--- config.mk ---
export PLATFORM = sky130hd
export DESIGN_NAME = hisoc_test_monitor
export DESIGN_NICKNAME = d
export VERILOG_FILES = /design/src/rtl/hisoc_mon_pkg.sv /design/src/rtl/hisoc_test_monitor.sv
export SDC_FILE = /design/constraint.sdc
export NUM_CORES = 1
export LEC_CHECK = 0
export CORE_MARGIN = 2
export CORE_UTILIZATION = 57
export CTS_CLUSTER_DIAMETER = 200
export DETAILED_ROUTE_END_ITERATION = 10
export PLACE_DENSITY = 0.84
export SLEW_MARGIN = 5
export SYNTH_ARGS = -nofsm -noshare
export SYNTH_HDL_FRONTEND = slang
export SYNTH_SLANG_ARGS = --single-unit
--- constraint.sdc ---
create_clock -name clk -period 3.75 [get_ports clk]
set_clock_uncertainty 0.2 [all_clocks]
set_input_delay 0.75 -clock clk [delete_from_list [all_inputs] [get_ports clk]]
set_output_delay 0.75 -clock clk [all_outputs]
set_load 0.005 [all_outputs]
--- src/rtl/hisoc_mon_pkg.sv ---
// Shared encodings for the HISOC ISA-test pass/fail monitor.
package hisoc_mon_pkg;

   typedef enum logic [1:0] {
      IDLE  = 2'd0,
      RUN   = 2'd1,
      DRAIN = 2'd2,
      DONE  = 2'd3
   } mon_state_e;

   localparam logic [4:0] REG_TESTNUM = 5'd3;
   localparam logic [4:0] REG_END     = 5'd26;
   localparam logic [4:0] REG_PASS    = 5'd27;

   localparam int unsigned END_VALUE  = 1;
   localparam int unsigned PASS_VALUE = 1;

endpackage

--- src/rtl/hisoc_test_monitor.sv ---
// Snoops RVSEED register-file writeback, detects the x26 end marker and
// produces a registered pass/fail/timeout verdict after a drain window.
module hisoc_test_monitor
   import hisoc_mon_pkg::*;
#(
   parameter int unsigned CPU_WIDTH      = 32,
   parameter int unsigned DRAIN_CYCLES   = 4,
   parameter int unsigned TIMEOUT_CYCLES = 2000,
   parameter int unsigned CNT_WIDTH      = 32
) (
   input  logic                 clk,
   input  logic                 rst_n,
   input  logic                 enable,
   input  logic                 wb_en,
   input  logic [4:0]           wb_addr,
   input  logic [CPU_WIDTH-1:0] wb_data,
   output logic                 test_done,
   output logic                 test_pass,
   output logic                 test_timeout,
   output logic [CPU_WIDTH-1:0] fail_testnum,
   output logic [CNT_WIDTH-1:0] cycle_cnt
);

   localparam int unsigned DW = (DRAIN_CYCLES > 1) ? $clog2(DRAIN_CYCLES) : 1;

   mon_state_e           state_q, state_d;
   logic [DW-1:0]        drain_q, drain_d;
   logic [CNT_WIDTH-1:0] cnt_q, cnt_d;
   logic [CPU_WIDTH-1:0] x3_q, x3_d;
   logic [CPU_WIDTH-1:0] x26_q, x26_d;
   logic [CPU_WIDTH-1:0] x27_q, x27_d;
   logic                 done_q, done_d;
   logic                 pass_q, pass_d;
   logic                 tmo_q, tmo_d;
   logic [CPU_WIDTH-1:0] fnum_q, fnum_d;

   logic end_hit;
   logic pass_now;

   assign end_hit = wb_en && (wb_addr == REG_END) && (wb_data == CPU_WIDTH'(END_VALUE));

   always_comb begin
      state_d  = state_q;
      drain_d  = drain_q;
      cnt_d    = cnt_q;
      x3_d     = x3_q;
      x26_d    = x26_q;
      x27_d    = x27_q;
      done_d   = done_q;
      pass_d   = pass_q;
      tmo_d    = tmo_q;
      fnum_d   = fnum_q;
      pass_now = 1'b0;

      if (wb_en && ((state_q == RUN) || (state_q == DRAIN))) begin
         if (wb_addr == REG_TESTNUM) x3_d  = wb_data;
         if (wb_addr == REG_END)     x26_d = wb_data;
         if (wb_addr == REG_PASS)    x27_d = wb_data;
      end

      case (state_q)
         IDLE: begin
            state_d = RUN;
            cnt_d   = '0;
         end
         RUN: begin
            cnt_d = cnt_q + CNT_WIDTH'(1);
            if (end_hit) begin
               state_d = DRAIN;
               drain_d = DW'(DRAIN_CYCLES - 1);
            end else if (cnt_q == CNT_WIDTH'(TIMEOUT_CYCLES - 1)) begin
               state_d = DONE;
               done_d  = 1'b1;
               tmo_d   = 1'b1;
               pass_d  = 1'b0;
               fnum_d  = x3_q;
            end
         end
         DRAIN: begin
            cnt_d = cnt_q + CNT_WIDTH'(1);
            if (drain_q == '0) begin
               // Compare next-state shadows so a flag written in the final
               // drain cycle still counts.
               pass_now = (x27_d == CPU_WIDTH'(PASS_VALUE));
               state_d  = DONE;
               done_d   = 1'b1;
               pass_d   = pass_now;
               fnum_d   = pass_now ? '0 : x3_d;
            end else begin
               drain_d = drain_q - DW'(1);
            end
         end
         default: ;
      endcase

      if (!enable) begin
         state_d = IDLE;
         drain_d = '0;
         cnt_d   = '0;
         x3_d    = '0;
         x26_d   = '0;
         x27_d   = '0;
         done_d  = 1'b0;
         pass_d  = 1'b0;
         tmo_d   = 1'b0;
         fnum_d  = '0;
      end
   end

   always_ff @(posedge clk or negedge rst_n) begin
      if (!rst_n) begin
         state_q <= IDLE;
         drain_q <= '0;
         cnt_q   <= '0;
         x3_q    <= '0;
         x26_q   <= '0;
         x27_q   <= '0;
         done_q  <= 1'b0;
         pass_q  <= 1'b0;
         tmo_q   <= 1'b0;
         fnum_q  <= '0;
      end else begin
         state_q <= state_d;
         drain_q <= drain_d;
         cnt_q   <= cnt_d;
         x3_q    <= x3_d;
         x26_q   <= x26_d;
         x27_q   <= x27_d;
         done_q  <= done_d;
         pass_q  <= pass_d;
         tmo_q   <= tmo_d;
         fnum_q  <= fnum_d;
      end
   end

   assign test_done    = done_q;
   assign test_pass    = pass_q;
   assign test_timeout = tmo_q;
   assign fail_testnum = fnum_q;
   assign cycle_cnt    = cnt_q;

endmodule

# Yosys cells after proc, flatten, opt, wreduce, memory -nomap -nowiden
# Cells that the tools add are included.
# op_classes
addsub,2
eq_ne,20
n_reduce_logical,11
mux,35
# ops
op,count
two-way mux 32 bit,12
one-hot mux 32 bit (2 select lines),2
"equality test 32 x 1 -> 1 bit, second input constant",2
"adder 32 x 1 -> 32 bit, second input constant",1
"equality test 32 x 11 -> 1 bit, second input constant",1
two-way mux 2 bit,7
"equality test 5 bit, second input constant",2
two-way mux 1 bit,10
"!= test 3 x 2 -> 1 bit, second input constant",3
"!= test 3 bit, second input constant",3
AND reduction 3 bit,3
one-hot mux 2 bit (3 select lines),1
"equality test 5 x 2 -> 1 bit, second input constant",1
logical NOT 2 bit,2
"!= test 2 x 1 -> 1 bit, second input constant",2
"!= test 4 x 1 -> 1 bit, second input constant",1
"!= test 4 x 3 -> 1 bit, second input constant",1
one-hot mux 1 bit (2 select lines),2
one-hot mux 2 bit (2 select lines),1
AND reduction 4 bit,1
logical AND 1 bit,3
"!= test 3 x 1 -> 1 bit, second input constant",1
"equality test 2 x 1 -> 1 bit, second input constant",1
"equality test 2 bit, second input constant",1
other kinds (4),4
# word_totals
regBits,135
inputBits,41
output_inout_bits,67
wordCells,77

# Logic depth before layout (Yosys ltp)
# Gate-level depths: netlist of the first run.
# depth
ltp_word,9
mapped_depth,9
ltp_nobuf,7

# Least setup slack after synthesis of the first run
# No wires, ideal clock.
# synth_path
path_type,in2reg
from,input wb_addr[2]
to,register fnum_q[10] (netlist: fail_testnum[10])
cell_stages,7
n_path_buf,2
path_slack_ns,1.233
setup_ns,0.082
arrival_time_ns,2.236
t_required_ns,3.468
path_cell_list,nand3b_1 -> or3_1 -> clkbuf_1 -> a211oi_2 -> clkbuf_1 -> o21bai_1 -> a31oi_1
# synth_between
elab_chain_len,8
word_cells_on_any_way,16
cone_classes,eq/ne: 5; mux: 8; reduce/logical: 3
# synth_lines
item,line,rtl
start: declaration,hisoc_test_monitor.sv:15,"input logic [4:0] wb_addr,"
equality test 5 bit,hisoc_test_monitor.sv:58,if (wb_addr == REG_PASS) x27_d = wb_data;
two-way mux 32 bit,hisoc_test_monitor.sv:58,
two-way mux 32 bit,hisoc_test_monitor.sv:55,if (wb_en && ((state_q == RUN) || (state_q == DRAIN))) begin
equality test 32 x 1 -> 1 bit,hisoc_test_monitor.sv:84,pass_now = (x27_d == CPU_WIDTH'(PASS_VALUE));
two-way mux 32 bit,hisoc_test_monitor.sv:88,fnum_d = pass_now ? '0 : x3_d;
two-way mux 32 bit,hisoc_test_monitor.sv:81,if (drain_q == '0) begin
one-hot mux 32 bit (2 select lines),hisoc_test_monitor.sv:61,case (state_q)
two-way mux 32 bit,hisoc_test_monitor.sv:96,if (!enable) begin
end signal: assignment,hisoc_test_monitor.sv:132,fnum_q <= fnum_d;
end: declaration,hisoc_test_monitor.sv:35,"logic [CPU_WIDTH-1:0] fnum_q, fnum_d;"
# Parallel ways exist; a longest one is shown, timed or not. The select of a mux whose other input is x is not followed.
# A chain may end at the register's enable or synchronous reset.

# Worst setup path after layout of the first run
# layout_path
from,input wb_data[27]
to,register fnum_q[17] (netlist: fail_testnum[17])
# layout_between
elab_chain_len,7
word_cells_on_any_way,11
cone_classes,eq/ne: 3; mux: 6; reduce/logical: 2
# layout_lines
item,line,rtl
start: declaration,hisoc_test_monitor.sv:16,"input logic [CPU_WIDTH-1:0] wb_data,"
two-way mux 32 bit,hisoc_test_monitor.sv:58,
two-way mux 32 bit,hisoc_test_monitor.sv:55,
equality test 32 x 1 -> 1 bit,hisoc_test_monitor.sv:84,
two-way mux 32 bit,hisoc_test_monitor.sv:88,
two-way mux 32 bit,hisoc_test_monitor.sv:81,
one-hot mux 32 bit (2 select lines),hisoc_test_monitor.sv:61,
two-way mux 32 bit,hisoc_test_monitor.sv:96,
# Parallel ways exist; a longest one is shown, timed or not. The select of a mux whose other input is x is not followed.

==> results of run 1 <==
cell usage in the layout (no fill, tap or decap), types with 7 or more instances in the layout:
| cell | Yosys | layout |
|---|---|---|
| clkbuf_16 | 0 | 17 |
| a211oi_1 | 33 | 32 |
| buf_4 | 1 | 20 |
| a21oi_1 | 46 | 46 |
| nand4_1 | 11 | 11 |
| o31ai_1 | 8 | 8 |
| nor2_1 | 44 | 43 |
| nor4_1 | 20 | 20 |
| mux2i_1 | 35 | 35 |
| a41oi_1 | 7 | 7 |
| inv_1 | 7 | 7 |
| nand2_1 | 120 | 120 |
| and3_1 | 8 | 8 |
| o21ai_0 | 30 | 30 |
| o21bai_1 | 33 | 33 |
| dfrtp_1 | 135 | 135 |
| clkdlybuf4s50_1 | 0 | 106 |
| a31oi_1 | 53 | 53 |
| nand3_1 | 11 | 11 |
| and4_1 | 7 | 7 |
cell type report:
cell class | instances | area, sq um | share of cell area
Clock buffer | 17 | 425 | 0.0501
Clock inverter | 15 | 155 | 0.0183
Inverter | 8 | 30.0 | 0.00354
Multi-Input combinational cell | 513 | 3090 | 0.364
Sequential cell | 135 | 3380 | 0.398
Tap cell | 143 | 179 | 0.0211
Timing Repair Buffer | 127 | 1230 | 0.145
metal layers:
metal  GRT usage  wire length (um)  vias to the layer above
met4       0.106               343                        0
met3      0.0702              1510                       39
met5           0                 0                        -
li1            -                 -                     2788
met2       0.497              9320                      319
met1       0.389              7580                     3078
critical path: stages:
cell and delay [ns]:
clkdlybuf4s50_1 0.48, nor4_1 0.43, and4_1 0.42, nand3_1 0.16, a21o_1 0.40, buf_4 0.32
a31oi_1 0.19
state kept, by name, indices dropped and copies added (netlist names):
register	count
fail_testnum	32
test_pass	1
cycle_cnt	32
drain_q	2
x27_q	32
test_done	1
x3_q	32
test_timeout	1
state_q	2
power by group through the flow:
stage / clock (mW) / combinational, mW / sequential (mW)
floorplan: 0 / 0.435 / 1.65
global placement: 0 / 0.791 / 1.64
detailed placement: 0 / 0.820 / 1.65
CTS: 1.65 / 0.826 / 1.63
global route: 1.73 / 0.912 / 1.64
finish: 1.64 / 0.827 / 1.63
stage by stage:
step           std cells  area, sq um  hold WS [ns]  power [mW]
6_report             958         8480         0.155        4.10
5_1_grt              958         8480         0.205        4.28
2_1_floorplan        716         6730         0.254        2.08
3_5_place_dp         926         7900         0.278        2.47
4_1_cts              958         8480         0.179        4.10
3_3_place_gp         926         7900         0.270        2.44
cells by family after synthesis:
| group | Yosys count |
|---|---|
| buffers and inverters | 68 |
| adder cells (fa/ha/maj) | 5 |
| flip-flops | 135 |
| AO/OA/AOI/OAI | 226 |
| multiplexers | 37 |
| AND/OR/NAND/NOR | 245 |
how the worst min path moves through the flow:
stage               depth (start not counted)              end  slack [ns]
finish                                      1  fail_testnum[5]        0.15
global route                                1  fail_testnum[5]        0.21
CTS                                         1  fail_testnum[5]        0.18
detailed placement                          1        test_done        0.28
global placement                            1        test_done        0.27
floorplan                                   0     cycle_cnt[0]        0.25
==> run summary, run 1 <==
Cell Int Power - 2.91 mW
CP Launch Type - input pin
vias in the first global route - 6194
clock root buffer - clkbuf_16
post-synthesis xor/xnor area fraction - 0
DRT iter0 DRCs - 676
setup bufs post-CTS - 0
hold_buf cts - 0
register area share after synthesis - 0.502
RR Endpoint - fail_testnum[17]
placer congestion estimate - 0.840
RSZ-0062 raised after global routing - no
max-slew violation count - 0
share of layout cells above drive strength 1 - 0.0798
Final Hold Violating Endpoints - 0
Mapped Area - 0.00673 sq mm
Setup WS pre-CTS - 0.355 ns
Initial DRT Pass Iterations - 5
CP startpoint - wb_data[27]
# IOs - 108
Reg-to-Reg Start - cycle_cnt[11]
Clk Latency, worst-skew pair - 0.42 ns
Synth top area share - 0.502
Setup crit end kind - flip-flop
wirelength, routed - 18800 um
CTS buffer count - 17
Max Buffers Root-to-Sink - 2
max_cap viols - 0
drt drc - 0
largest family of logic cells by synthesized area - compound AO/OA/AOI/OAI gates
#FFs+latches synth - 135
Clock Sinks - 135
Avg Cell Area, Syn - 9.39 sq um
die height - 113 um
Final min period - 3.04 ns
core area - 0.0115 sq mm
first-pass GRT wire length - 30700 um
reg2reg setup slack - 0.74 ns
maximum number of pins on one net before global-route repair - 65
period utilisation layout - 0.810
Setup TNS - 0 ns
ys flop type - dfrtp_1
Final Net Count - 848
count leader, synth - dfrtp_1
Worst-Margin Slew - 0.682 ns
n_diodes - 0
gr ovfl total - 0
Layout area overhead - 26.1%
Achievable Freq - 329 MHz
fillers - 812
Post-synth ARST share - 1.00
Slew HR - 0.545
WL/cell - 19.6 um
FF-to-FF path depth - 6
CTS tree - built
switching portion of total power - 0.290
post-synthesis compound-gate area fraction - 0.221
Distinct cells, synth - 44
sequential group share of total power - 0.397
Die W - 113 um
Post-synth EDFFs - 0
FP Rows - 39
Cells after Synth - 716
GR Util All Layers - 0.300
Final Worst Setup Slack - 0.711 ns
Yosys top cell by area - dfrtp_1
dpl hpwl - 12000 um
Reg clk slew, reported paths - 0.06 ns
simple-gate share of the synthesized area - 0.168
Initial Util - 0.587
post-CTS resize count - 0
H-Tree Depth - 4
die area - 0.0127 sq mm
Leak - 3.91 nW
CP Max Fanout - 20
P_sw - 1.19 mW
maximum vdd drop - 0.288 mV
syn nets - 762
initial antenna violation count - 0
CP Data Required Time - 3.88 ns
Pwr Density - 483 mW/mm^2
top cells by count, synth - dfrtp_1, nand2_1, a31oi_1
Ys Warns - 0
Synth area leaders - dfrtp_1, nand2_1, mux2i_1
Data arrival, critical path - 3.17 ns
Final setup viols - 0
Hold Path Class - in2async
via/cell ratio - 6.50
Core Util, Final - 0.740
combinational power share - 0.202
clock share of power - 0.401
vias - 6224
remaining antenna violation count after routing - 0
Critical Path End - fail_testnum[17]
critical path class - in2reg
post-synthesis adder-cell area fraction - 0.00930
Port Buf Inserts - 107
status - finished clean
mux cell area share after synthesis - 0.0554
Note: power is estimated with default switching activity, not from simulation.
==> inputs of run 2 (changes only) <==
CORE_UTILIZATION = 54   (was 57)
PLACE_DENSITY = 0.8   (was 0.84)
clock period = 2.8 ns   (was 3.75 ns; I/O delays follow)
==> run 2 against run 1 <==
Critical path type is now reg2reg. First-iteration DRC count shrank 3.1%. Setup slack lost 0.59 ns. Cell area grew 5.1%. Die area grew 5.4%. Via count grew 1.9%. Register-to-register slack lost 0.62 ns. Largest cell class unchanged. Core utilization is essentially flat. Clock power grew 35%. Critical endpoint is now fail_testnum[20]. Sequential share of layout area shrank 1.9 points. Sequential power grew 34%.
==> run summary, run 2 (same netlist as run 1, synthesis figures left out) <==
CTS buffer count - 17 (unchanged)
CP max stage cell - or4_2 (was clkdlybuf4s50_1)
Reg-to-Reg Start - state_q[0] (was cycle_cnt[11])
reg2reg setup slack - 0.12 ns (was 0.74 ns)
CP max stage delay - 0.59 ns (was 0.48 ns)
commonest cells after routing, fill and taps aside - dfrtp_1, nand2_1, clkdlybuf4s50_1 (unchanged)
maximum number of pins on one net before global-route repair - 49 (was 65)
setup bufs post-CTS - 0 (unchanged)
share of layout cells above drive strength 1 - 0.129 (was 0.0798)
Initial DRT Pass Iterations - 5 (unchanged)
Worst-Margin Slew - 0.594 ns (was 0.682 ns)
Setup crit end kind - flip-flop (unchanged)
CP Launch Type - flip-flop (was input pin)
Final Hold Violating Endpoints - 0 (unchanged)
maximum vdd drop - 0.370 mV (was 0.288 mV)
Clk Latency, worst-skew pair - 0.42 ns (about the same)
FP Rows - 40 (was 39)
GR Util All Layers - 0.298 (was 0.300)
Critical path buffers and inverters - 2 (unchanged)
Hold Path Stages - 2
Die W - 116 um (was 113 um)
placer congestion estimate - 0.876 (was 0.840)
Post-DP Area - 0.00833 sq mm (was 0.00790 sq mm)
via/cell ratio - 6.15 (was 6.50)
Layout area overhead - 32.6% (was 26.1%)
Data arrival, critical path - 2.76 ns (was 3.17 ns)
n_diodes - 0 (unchanged)
vias in the first global route - 6337 (was 6194)
top cell family by delay on the critical path - simple AND/OR/NAND/NOR gates (unchanged)
multi-input logic area - 0.00309 sq mm (about the same)
tightest hold margin - 0.318 ns (was 0.155 ns)
Initial Util - 0.558 (was 0.587)
period utilisation layout - 0.957
remaining antenna violation count after routing - 0 (unchanged)
CP Data Required Time - 2.88 ns (was 3.88 ns)
CP startpoint - state_q[0] (was wb_data[27])
Clock Sinks - 135 (unchanged)
Slew HR - 0.600 (was 0.545)
WL/cell - 18.6 um (was 19.6 um)
RR Endpoint - fail_testnum[20] (was fail_testnum[17])
dpl hpwl - 12700 um (was 12000 um)
Port Buf Inserts - 107 (unchanged)
Worst path depth - 8 (was 7)
first-pass GRT wire length - 31300 um (was 30700 um)
max_cap viols - 0 (unchanged)
Max Buffers Root-to-Sink - 2 (unchanged)
CP Max Fanout - 32 (was 20)
CTS tree - built (unchanged)
Final Net Count - 898 (was 848)
wirelength, routed - 19100 um (was 18800 um)
commonest non-fill, non-tap cell in the layout - dfrtp_1 (unchanged)
die height - 116 um (was 113 um)
Hold Path Class - reg2reg (was in2async)
drt drc - 0 (unchanged)
die area - 0.0134 sq mm (was 0.0127 sq mm)
Leak - 4.16 nW (was 3.91 nW)
# IOs - 108 (unchanged)
initial antenna violation count - 0 (unchanged)
Worst Hold Launch - test_timeout
Critical Path, Cell by Cell - inv_1 > ha_1 > nand2_1 > or4_2 > buf_12 > mux2i_1 > o21bai_1 > a31oi_1 (was clkdlybuf4s50_1 > nor4_1 > and4_1 > nand3_1 > a21o_1 > buf_4 > a31oi_1)
vias - 6345 (was 6224)
Final min period - 2.68 ns
critical path class - reg2reg (was in2reg)
RSZ-0062 raised after global routing - no (unchanged)
Final setup viols - 0 (unchanged)
clock root buffer - clkbuf_16 (unchanged)
register area - 0.00338 sq mm (unchanged)
Achievable Freq - 373 MHz
max-slew violation count - 0 (unchanged)
fillers - 831 (was 812)
H-Tree Depth - 4 (unchanged)
Power, Total - 5.60 mW (was 4.10 mW)
Pwr Density - 627 mW/mm^2 (was 483 mW/mm^2)
status - finished clean (unchanged)
Hold Path End - test_timeout
Reg clk slew, reported paths - 0.06 ns (about the same)
DRT iter0 DRCs - 655 (was 676)
FF-to-FF path depth - 8 (was 6)
fin area - 0.00892 sq mm (was 0.00848 sq mm)
gr ovfl total - 0 (unchanged)
core area - 0.0121 sq mm (was 0.0115 sq mm)
[run 2: changes by cell type in the layout (fill, tap and decap cells not counted), sizes merged]
cell	before	now
buf	21	70
clkinvlp	3	1
clkinv	10	4
inv	8	9
clkbuf	17	21
bufinv	2	3
dlygate4sd3	0	1
[run 2: metal layers]
layer  vias to the layer above  global-route usage  part of all wire
li1                       2885                   -                 -
met4                         0               0.134             0.022
met5                         -                   0                 0
met2                       299               0.481              0.48
met3                        43              0.0612             0.078
met1                      3118               0.392              0.42
[run 2: repair_timing]
item                                   CTS  global route
hold buffers                             1             0
endpoints found under the hold margin   37             0
resized for setup                        0             1
setup endpoints to repair                0            15
[run 2: power breakdown]
part / switching, mW / internal, mW
clock network: 0.816 / 1.41
logic: 0.628 / 0.558
registers: 0.0990 / 2.09
total: 1.54 / 4.05
[run 2: stage by stage]
| step | setup WS [ns] | utilization | setup TNS (ns) | instances |
|---|---|---|---|---|
| after floorplan | 0.430 | - | 0 | 716 |
| after global placement | -0.100 | 0.690 | -2.93 | 1000 |
| after detailed placement | -0.217 | 0.690 | -6.30 | 1000 |
| after CTS | 0.156 | 0.739 | 0 | 1031 |
| after global routing | 0.0217 | 0.740 | 0 | 1031 |
| final | 0.121 | 0.740 | 0 | 1031 |
[run 2: cell type report]
cell class	instances	area share
clock inverters	9	0.0142
flip-flops and latches	135	0.379
multi-input cells	513	0.347
well taps	168	0.0236
inverters	8	0.00337
clock buffers	21	0.0505
repair buffers	177	0.183
[run 2: worst max-delay path by stage]
stage | endpoint | slack [ns]
2_1_floorplan | fail_testnum[10] | 0.43
3_3_place_gp | drain_q[0] | -0.10
3_5_place_dp | fail_testnum[20] | -0.22
4_1_cts | fail_testnum[20] | 0.16
5_1_grt | fail_testnum[9] | 0.02
6_report | fail_testnum[20] | 0.12
[run 2: tightest hold or removal path, cell delays in order (launching register included)]
cell	delay (ns)
dfrtp_1	0.34
a21oi_1	0.05
nor2_1	0.09
==> inputs of run 3 (changes only) <==
GPL_TIMING_DRIVEN = 1   (was unset)
==> results of run 3 <==
The final DEF is identical to that of run 2; final timing and power are the same.
